`src/rtl/lsu_mem_initiator.sv`:
```
// Load/store initiator between the MEM stage and the byte-enabled data memory.
// One transaction at a time: IDLE -> ISSUE (memory handshake) -> RESP (one-cycle strobe).
module lsu_mem_initiator #(
  parameter int unsigned TIMEOUT_CYCLES = 16,
  parameter int unsigned CNT_W          = 8
) (
  input  logic        clk,
  input  logic        rst,
  input  logic        req_valid,
  output logic        req_ready,
  input  logic        req_we,
  input  logic [1:0]  req_size,
  input  logic        req_unsigned,
  input  logic [31:0] req_addr,
  input  logic [31:0] req_wdata,
  input  logic        flush,
  output logic        resp_valid,
  output logic [31:0] resp_rdata,
  output logic        resp_exc,
  output logic [4:0]  resp_exc_code,
  output logic [31:0] resp_badvaddr,
  output logic        mem_en,
  output logic        mem_we,
  output logic [31:0] mem_addr,
  output logic [3:0]  mem_be,
  output logic        mem_sign,
  output logic [31:0] mem_wdata,
  input  logic [31:0] mem_rdata,
  input  logic        mem_ready
);

  localparam logic [1:0] IDLE  = 2'd0;
  localparam logic [1:0] ISSUE = 2'd1;
  localparam logic [1:0] RESP  = 2'd2;

  localparam int unsigned TO_M1 = (TIMEOUT_CYCLES > 0) ? TIMEOUT_CYCLES - 1 : 0;
  localparam logic [CNT_W-1:0] TO_LAST = CNT_W'(TO_M1);
  localparam bit TO_EN = (TIMEOUT_CYCLES > 0);

  localparam logic [4:0] EXC_ADEL = 5'd4;
  localparam logic [4:0] EXC_ADES = 5'd5;
  localparam logic [4:0] EXC_DBE  = 5'd7;
  localparam logic [4:0] EXC_RSV  = 5'd10;

  logic [1:0]       state_q, state_d;
  logic [CNT_W-1:0] cnt_q, cnt_d;
  logic             kill_q, kill_d;
  logic             we_q, we_d;
  logic [31:0]      addr_q, addr_d;
  logic [3:0]       be_q, be_d;
  logic             sign_q, sign_d;
  logic [31:0]      wdata_q, wdata_d;
  logic [31:0]      rdata_q, rdata_d;
  logic             exc_q, exc_d;
  logic [4:0]       code_q, code_d;
  logic [31:0]      bad_q, bad_d;

  logic       accept;
  logic       misaligned;
  logic [3:0] req_be;

  assign req_ready = (state_q == IDLE) & ~flush & ~rst;
  assign accept    = req_valid & req_ready;

  always_comb begin
    req_be = 4'b0000;
    unique case (req_size)
      2'b00:   req_be = 4'b0001 << req_addr[1:0];
      2'b01:   req_be = req_addr[1] ? 4'b1100 : 4'b0011;
      2'b10:   req_be = 4'b1111;
      default: req_be = 4'b0000;
    endcase
  end

  assign misaligned = ((req_size == 2'b01) & req_addr[0]) |
                      ((req_size == 2'b10) & (req_addr[1:0] != 2'b00));

  always_comb begin
    state_d = state_q;
    cnt_d   = cnt_q;
    kill_d  = kill_q;
    we_d    = we_q;
    addr_d  = addr_q;
    be_d    = be_q;
    sign_d  = sign_q;
    wdata_d = wdata_q;
    rdata_d = rdata_q;
    exc_d   = exc_q;
    code_d  = code_q;
    bad_d   = bad_q;
    unique case (state_q)
      IDLE: begin
        kill_d  = 1'b0;
        cnt_d   = '0;
        rdata_d = '0;
        exc_d   = 1'b0;
        code_d  = '0;
        bad_d   = '0;
        if (accept) begin
          if (req_size == 2'b11) begin
            exc_d   = 1'b1;
            code_d  = EXC_RSV;
            bad_d   = req_addr;
            state_d = RESP;
          end else if (misaligned) begin
            exc_d   = 1'b1;
            code_d  = req_we ? EXC_ADES : EXC_ADEL;
            bad_d   = req_addr;
            state_d = RESP;
          end else begin
            we_d    = req_we;
            addr_d  = req_addr;
            be_d    = req_be;
            sign_d  = ~req_we & ~req_unsigned;
            wdata_d = req_wdata;
            state_d = ISSUE;
          end
        end
      end
      ISSUE: begin
        if (flush) kill_d = 1'b1;
        if (mem_ready) begin
          rdata_d = we_q ? 32'h0 : mem_rdata;
          cnt_d   = '0;
          state_d = (kill_q | flush) ? IDLE : RESP;
        end else if (TO_EN && cnt_q == TO_LAST) begin
          exc_d   = 1'b1;
          code_d  = EXC_DBE;
          bad_d   = addr_q;
          cnt_d   = '0;
          state_d = (kill_q | flush) ? IDLE : RESP;
        end else begin
          cnt_d = cnt_q + 1'b1;
        end
        if (state_d == IDLE) kill_d = 1'b0;
      end
      RESP: begin
        kill_d  = 1'b0;
        state_d = IDLE;
      end
      default: state_d = IDLE;
    endcase
  end

  always_ff @(posedge clk or posedge rst) begin
    if (rst) begin
      state_q <= IDLE;
      cnt_q   <= '0;
      kill_q  <= 1'b0;
      we_q    <= 1'b0;
      addr_q  <= '0;
      be_q    <= '0;
      sign_q  <= 1'b0;
      wdata_q <= '0;
      rdata_q <= '0;
      exc_q   <= 1'b0;
      code_q  <= '0;
      bad_q   <= '0;
    end else begin
      state_q <= state_d;
      cnt_q   <= cnt_d;
      kill_q  <= kill_d;
      we_q    <= we_d;
      addr_q  <= addr_d;
      be_q    <= be_d;
      sign_q  <= sign_d;
      wdata_q <= wdata_d;
      rdata_q <= rdata_d;
      exc_q   <= exc_d;
      code_q  <= code_d;
      bad_q   <= bad_d;
    end
  end

  // Outputs are gated by state so everything reads 0 outside its own phase.
  assign mem_en    = (state_q == ISSUE);
  assign mem_we    = mem_en & we_q;
  assign mem_addr  = mem_en ? addr_q : 32'h0;
  assign mem_be    = mem_en ? be_q : 4'h0;
  assign mem_sign  = mem_en & sign_q;
  assign mem_wdata = mem_en ? wdata_q : 32'h0;

  assign resp_valid    = (state_q == RESP);
  assign resp_rdata    = resp_valid ? rdata_q : 32'h0;
  assign resp_exc      = resp_valid & exc_q;
  assign resp_exc_code = resp_valid ? code_q : 5'h0;
  assign resp_badvaddr = resp_valid ? bad_q : 32'h0;

endmodule

```
`config.mk`:
```
export PLATFORM = sky130hd
export DESIGN_NAME = lsu_mem_initiator
export DESIGN_NICKNAME = d
export VERILOG_FILES = /design/src/rtl/lsu_mem_initiator.sv
export SDC_FILE = /design/constraint.sdc
export NUM_CORES = 1
export LEC_CHECK = 0
export ABC_CLOCK_PERIOD_IN_PS = 11400
export CORE_MARGIN = 8
export CORE_UTILIZATION = 45
export CTS_CLUSTER_DIAMETER = 30
export DETAILED_ROUTE_END_ITERATION = 10
export PLACE_DENSITY = 0.8
export SLEW_MARGIN = 15
export SYNTH_ARGS = -nofsm -noshare
export SYNTH_HDL_FRONTEND = slang
export SYNTH_SLANG_ARGS = --single-unit
```
`constraint.sdc`:
```
create_clock -name clk -period 11.4 [get_ports clk]
set_input_delay 1.71 -clock clk [delete_from_list [all_inputs] [get_ports clk]]
set_output_delay 1.71 -clock clk [all_outputs]
set_load 0.05 [all_outputs]
```
==> After elaboration in Yosys (flattened, before gate mapping) <==
Index checks and enable logic that the tools add are counted.
{ "word_totals": {"reg_bits": 151, "out_inout_bits": 143} }
{ "classes": {"add_sub_neg": 1, "n_eq_ne": 11, "shifts": 1, "muxes": 44, "bitwise": 17, "reduce_logical": 11} }
{ "op_table": {"columns": ["operator", "n"], "rows": [
  ["32-bit 2-to-1 mux", 11],
  ["32-bit case mux with 2 select lines", 2],
  ["4-bit 2-to-1 mux", 4],
  ["8-bit 2-to-1 mux", 2],
  ["8-bit case mux with 2 select lines", 1],
  ["5-bit 2-to-1 mux", 3],
  ["2-bit 2-to-1 mux", 7],
  ["4-bit case mux with 3 select lines", 1],
  ["5-bit case mux with 2 select lines", 1],
  ["1-bit AND", 9],
  ["8-bit by 1-bit adder with 8-bit output, second input constant", 1],
  ["8-bit by 4-bit == test with 1-bit output, second input constant", 1],
  ["1-bit 2-to-1 mux", 8],
  ["2-bit == test, second input constant", 3],
  ["2-bit logical NOT", 3],
  ["1-bit NOT", 6],
  ["2-bit nonzero test", 3],
  ["2-bit by 1-bit == test with 1-bit output, second input constant", 2],
  ["2-bit by 1-bit != test with 1-bit output, second input constant", 2],
  ["2-bit != test, second input constant", 2],
  ["1-bit case mux with 2 select lines", 2],
  ["2-bit case mux with 2 select lines", 1],
  ["2-bit AND reduction", 2],
  ["4-bit AND reduction", 1],
  ["other kinds (6)", 7]
]} }

==> Logic depth before layout (Yosys ltp) <==
{ "logic_depth": {"word_depth": 8, "ltp_mapped": 8} }

==> Worst setup path after synthesis <==
Ideal clock, no wire load.
{ "synth_timing": {"path_kind": "input -> output", "start": "input flush", "end": "output req_ready", "arrival_ns": 2.612, "setup_slack_ns": 7.078, "path_stages": 2, "n_path_buf": 0, "cell_sequence": "or4_4 inv_1"} }
{ "synth_via": {"elab_chain_len": 3} }
{ "synth_lines": {"columns": ["element", "line", "text"], "rows": [
  ["from (decl)", "16", "input logic flush,"],
  ["1-bit NOT", "62", "assign req_ready = (state_q == IDLE) & ~flush & ~rst;"],
  ["1-bit AND (2 in a row)", "62", null],
  ["to (decl)", "10", "output logic req_ready,"]
]} }
Every way passes these cells.

==> Worst setup path after layout <==
Ends and elaborated chain as after synthesis.

==> flow_summary_export.csv <==
group,metric,value,unit
outcome,status,"finished clean",
cts,cts_tree,"yes",
die,start_util,45.7,%
sta,finClkSkew,7.22,ps
cts,clockBufferDepth,2,
worst_setup_path,worst_setup_path_end_kind,"primary output",
cts,cts_max_level,4,
global_route,antenna_found_initial,0,
route,vias,5609,
worst_setup_path,reg2regPathDepth,5,
cts,cts.sink_count,150,
sta,period_share,48.2,%
die,num_rows,45,
die,die_x,140,um
cts,postCtsSetupBuffers,0,
synth,syn-cell-area,6930,um2
global_route,grt_pass1_wl,34400,um
sta,maxSlewViolCount,0,
sta,finalSetupTns,0,ps
worst_setup_path,crit_path_start_kind,"primary input",
min_path,min_path_cells,2,
power_and_ir_drop,total_power,1.45,mW
placed_design,portBuffers,246,
route,viasPerCell,5.38,
sta,period_minus_slack,5500,ps
placed_design,post-dp-hpwl,15100,um
final_layout,fill_cells,1108,
route,ant_nets,0,
synth,yosys_warnings,0,
sta,hold_viol_final,0,
synth,ys.flop_type,"dfrtp_1",
cts,clk_pin_slew,60,ps
synth,synth.distinct_cells,41,
synth,synth_edf_count,0,
worst_setup_path,crit_required,9690,ps
die,coreArea,15100,um2
final_layout,post-route-util,67.0,%
cts,root_buffer,"clkbuf_16",
cts,post_cts_resized,0,
power_and_ir_drop,p_leak,4.47,nW
route,post-route-drc-count,0,
sta,setup_viol,0,
synth,seq_area_frac_synth,54.2,%
final_layout,area_growth,46.6,%
global_route,grtUsageTotal,22.1,%
worst_setup_path,cp_max_fo,5,
synth,syn_nets,720,
die,die_h,140,um
die,io_pins,248,
final_layout,drive_above_1_share,12.1,%
final_layout,n_antenna_cell,0,
sta,slew_headroom,26.9,%
worst_setup_path,arrival,3790,ps
global_route,grt_max_degree,90,
placed_design,gp_congestion,0.805,
route,dr.pass1.iters,4,
power_and_ir_drop,p_per_area,143,nW/um2
cts,clk_latency,430,ps
synth,postSynthRegisterBits,150,
synth,synthArstFlopShare,100,%
power_and_ir_drop,irDropWorstVdd,0.000113,V
final_layout,nets,948,
sta,rsz0062_at_grt,"false",
route,drtIter0Drc,434,
run,max_cap_violations,0,
synth,syn_inst,614,
global_route,grt_overflow,0,
route,route.final.wire_length,21300,um
route,wl_per_cell,20.4,um
cts,cts_inserted_buffers,17,
sta,tightest_slew,1090,ps
sta,timing.fmax,0.182,GHz
global_route,grt_pass1_vias,6098,
die,dieArea,19600,um2
min_path,hold_path_class,"reg -> reg",
synth,avgSynthCellArea,11.3,um2
worst_setup_path,critPathKind,"in -> out",
cts,cts_hold_buf,0,
[flip-flops by register name, summed over array words and instances, names as in the netlist]
register and flops:
be_q 4, kill_q 1, cnt_q 8, wdata_q 32, we_q 1, sign_q 1, bad_q 32, addr_q 32
rdata_q 32, exc_q 1, code_q 4, state_q 2
[critical path, stage by stage]
cell	delay, ps
clkdlybuf4s50_1	460
or4_4	550
inv_1	200
clkdlybuf4s50_1	860
[cells in the final DEF, fill, tap and decap left out, drive strengths merged, types with 2 or more instances in the layout]
master and count:
a221o 2, mux2i 2, and2 140, xnor2 3, nand2 31, nand2b 2, mux2 62, xor2 2
nand4b 2, nor4 3, dfrtp 150, a22o 52, nor2 16, clkinv 6, bufinv 2, clkdlybuf4s50 246
a21oi 17, o21a 2, nor3 5, nand3 6, inv 10, clkinvlp 4, buf 7, o21ai 25
o31ai 3, clkbuf 19, a21o 21
[routing by layer]
layer  GRT usage (%)  wire length [um]  up-vias
met2            34.9              9740      230
met3            10.6              2300       39
met5               0                 0        -
met4            6.97               414        0
li1                -                 -     2567
met1            26.0              8830     2773
[report_power, final]
part / switching [mW] / internal, mW / leakage [nW]
registers: 0.0369 / 0.608 / 1.95
clock network: 0.223 / 0.326 / 0.271
logic: 0.134 / 0.124 / 2.25
total: 0.394 / 1.06 / 4.47
[metrics by stage]
step,worst slack (ps),cell area [um2],hold WS [ps],cells
after floorplan,5650,6930,440,614
after global placement,5940,9500,454,1008
after detailed placement,5910,9580,466,1011
after CTS,5900,10200,479,1042
after global routing,5850,10200,487,1042
final,5900,10200,473,1042
[path summary, 6_finish.rpt]
| check | startpoint | endpoint | slack (ps) |
|---|---|---|---|
| setup reg to reg | state_q[1] | bad_q[17] | 8520 |
| min in group asynchronous | rst | rdata_q[18] | 1890 |
| setup / recovery | flush | req_ready | 5900 |
| max in group asynchronous | rst | wdata_q[25] | 8230 |
| hold / removal | bad_q[9] | bad_q[9] | 470 |
| hold reg to reg | bad_q[9] | bad_q[9] | 470 |
[cells by family (layout without fill, tap and decap cells)]
group,after synthesis,count (layout),share of synthesized area (%)
compound gates,129,129,13.9
xor+xnor,5,5,0.632
fa+ha+maj,1,1,0.181
buf+inv,54,294,3.41
flops,150,150,54.2
mux,64,64,10.4
other cells,1,1,0.0541
simple gates,210,210,17.2
[synth_stat cells (all sizes together) (2+ instances only)]
library cell / instances / share of area, %
xor2: 2 / 0.25
a22o: 52 / 6.6
o31ai: 3 / 0.33
o21ai: 25 / 1.8
dfrtp: 150 / 54
a21o: 21 / 2.3
nand2b: 2 / 0.18
a21oi: 17 / 1.2
nand3: 6 / 0.43
nand2: 31 / 1.7
mux2i: 2 / 0.29
nor2: 16 / 0.87
a221o: 2 / 0.29
nor4: 3 / 0.27
inv: 10 / 0.54
o21a: 2 / 0.22
mux2: 62 / 10
nand4b: 2 / 0.25
clkbuf: 34 / 1.8
and2: 140 / 13
buf: 10 / 1.0
xnor2: 3 / 0.38
nor3: 5 / 0.36
[layout make-up]
cell class | count | area, um2 | share of cell area (%)
Clock buffer | 19 | 443 | 4.36
Clock inverter | 12 | 131 | 1.29
Inverter | 10 | 42.5 | 0.419
Multi-Input combinational cell | 410 | 2970 | 29.3
Sequential cell | 150 | 3750 | 37.0
Tap cell | 188 | 235 | 2.32
Timing Repair Buffer | 253 | 2570 | 25.4
Power figures use the tool's default switching activity.
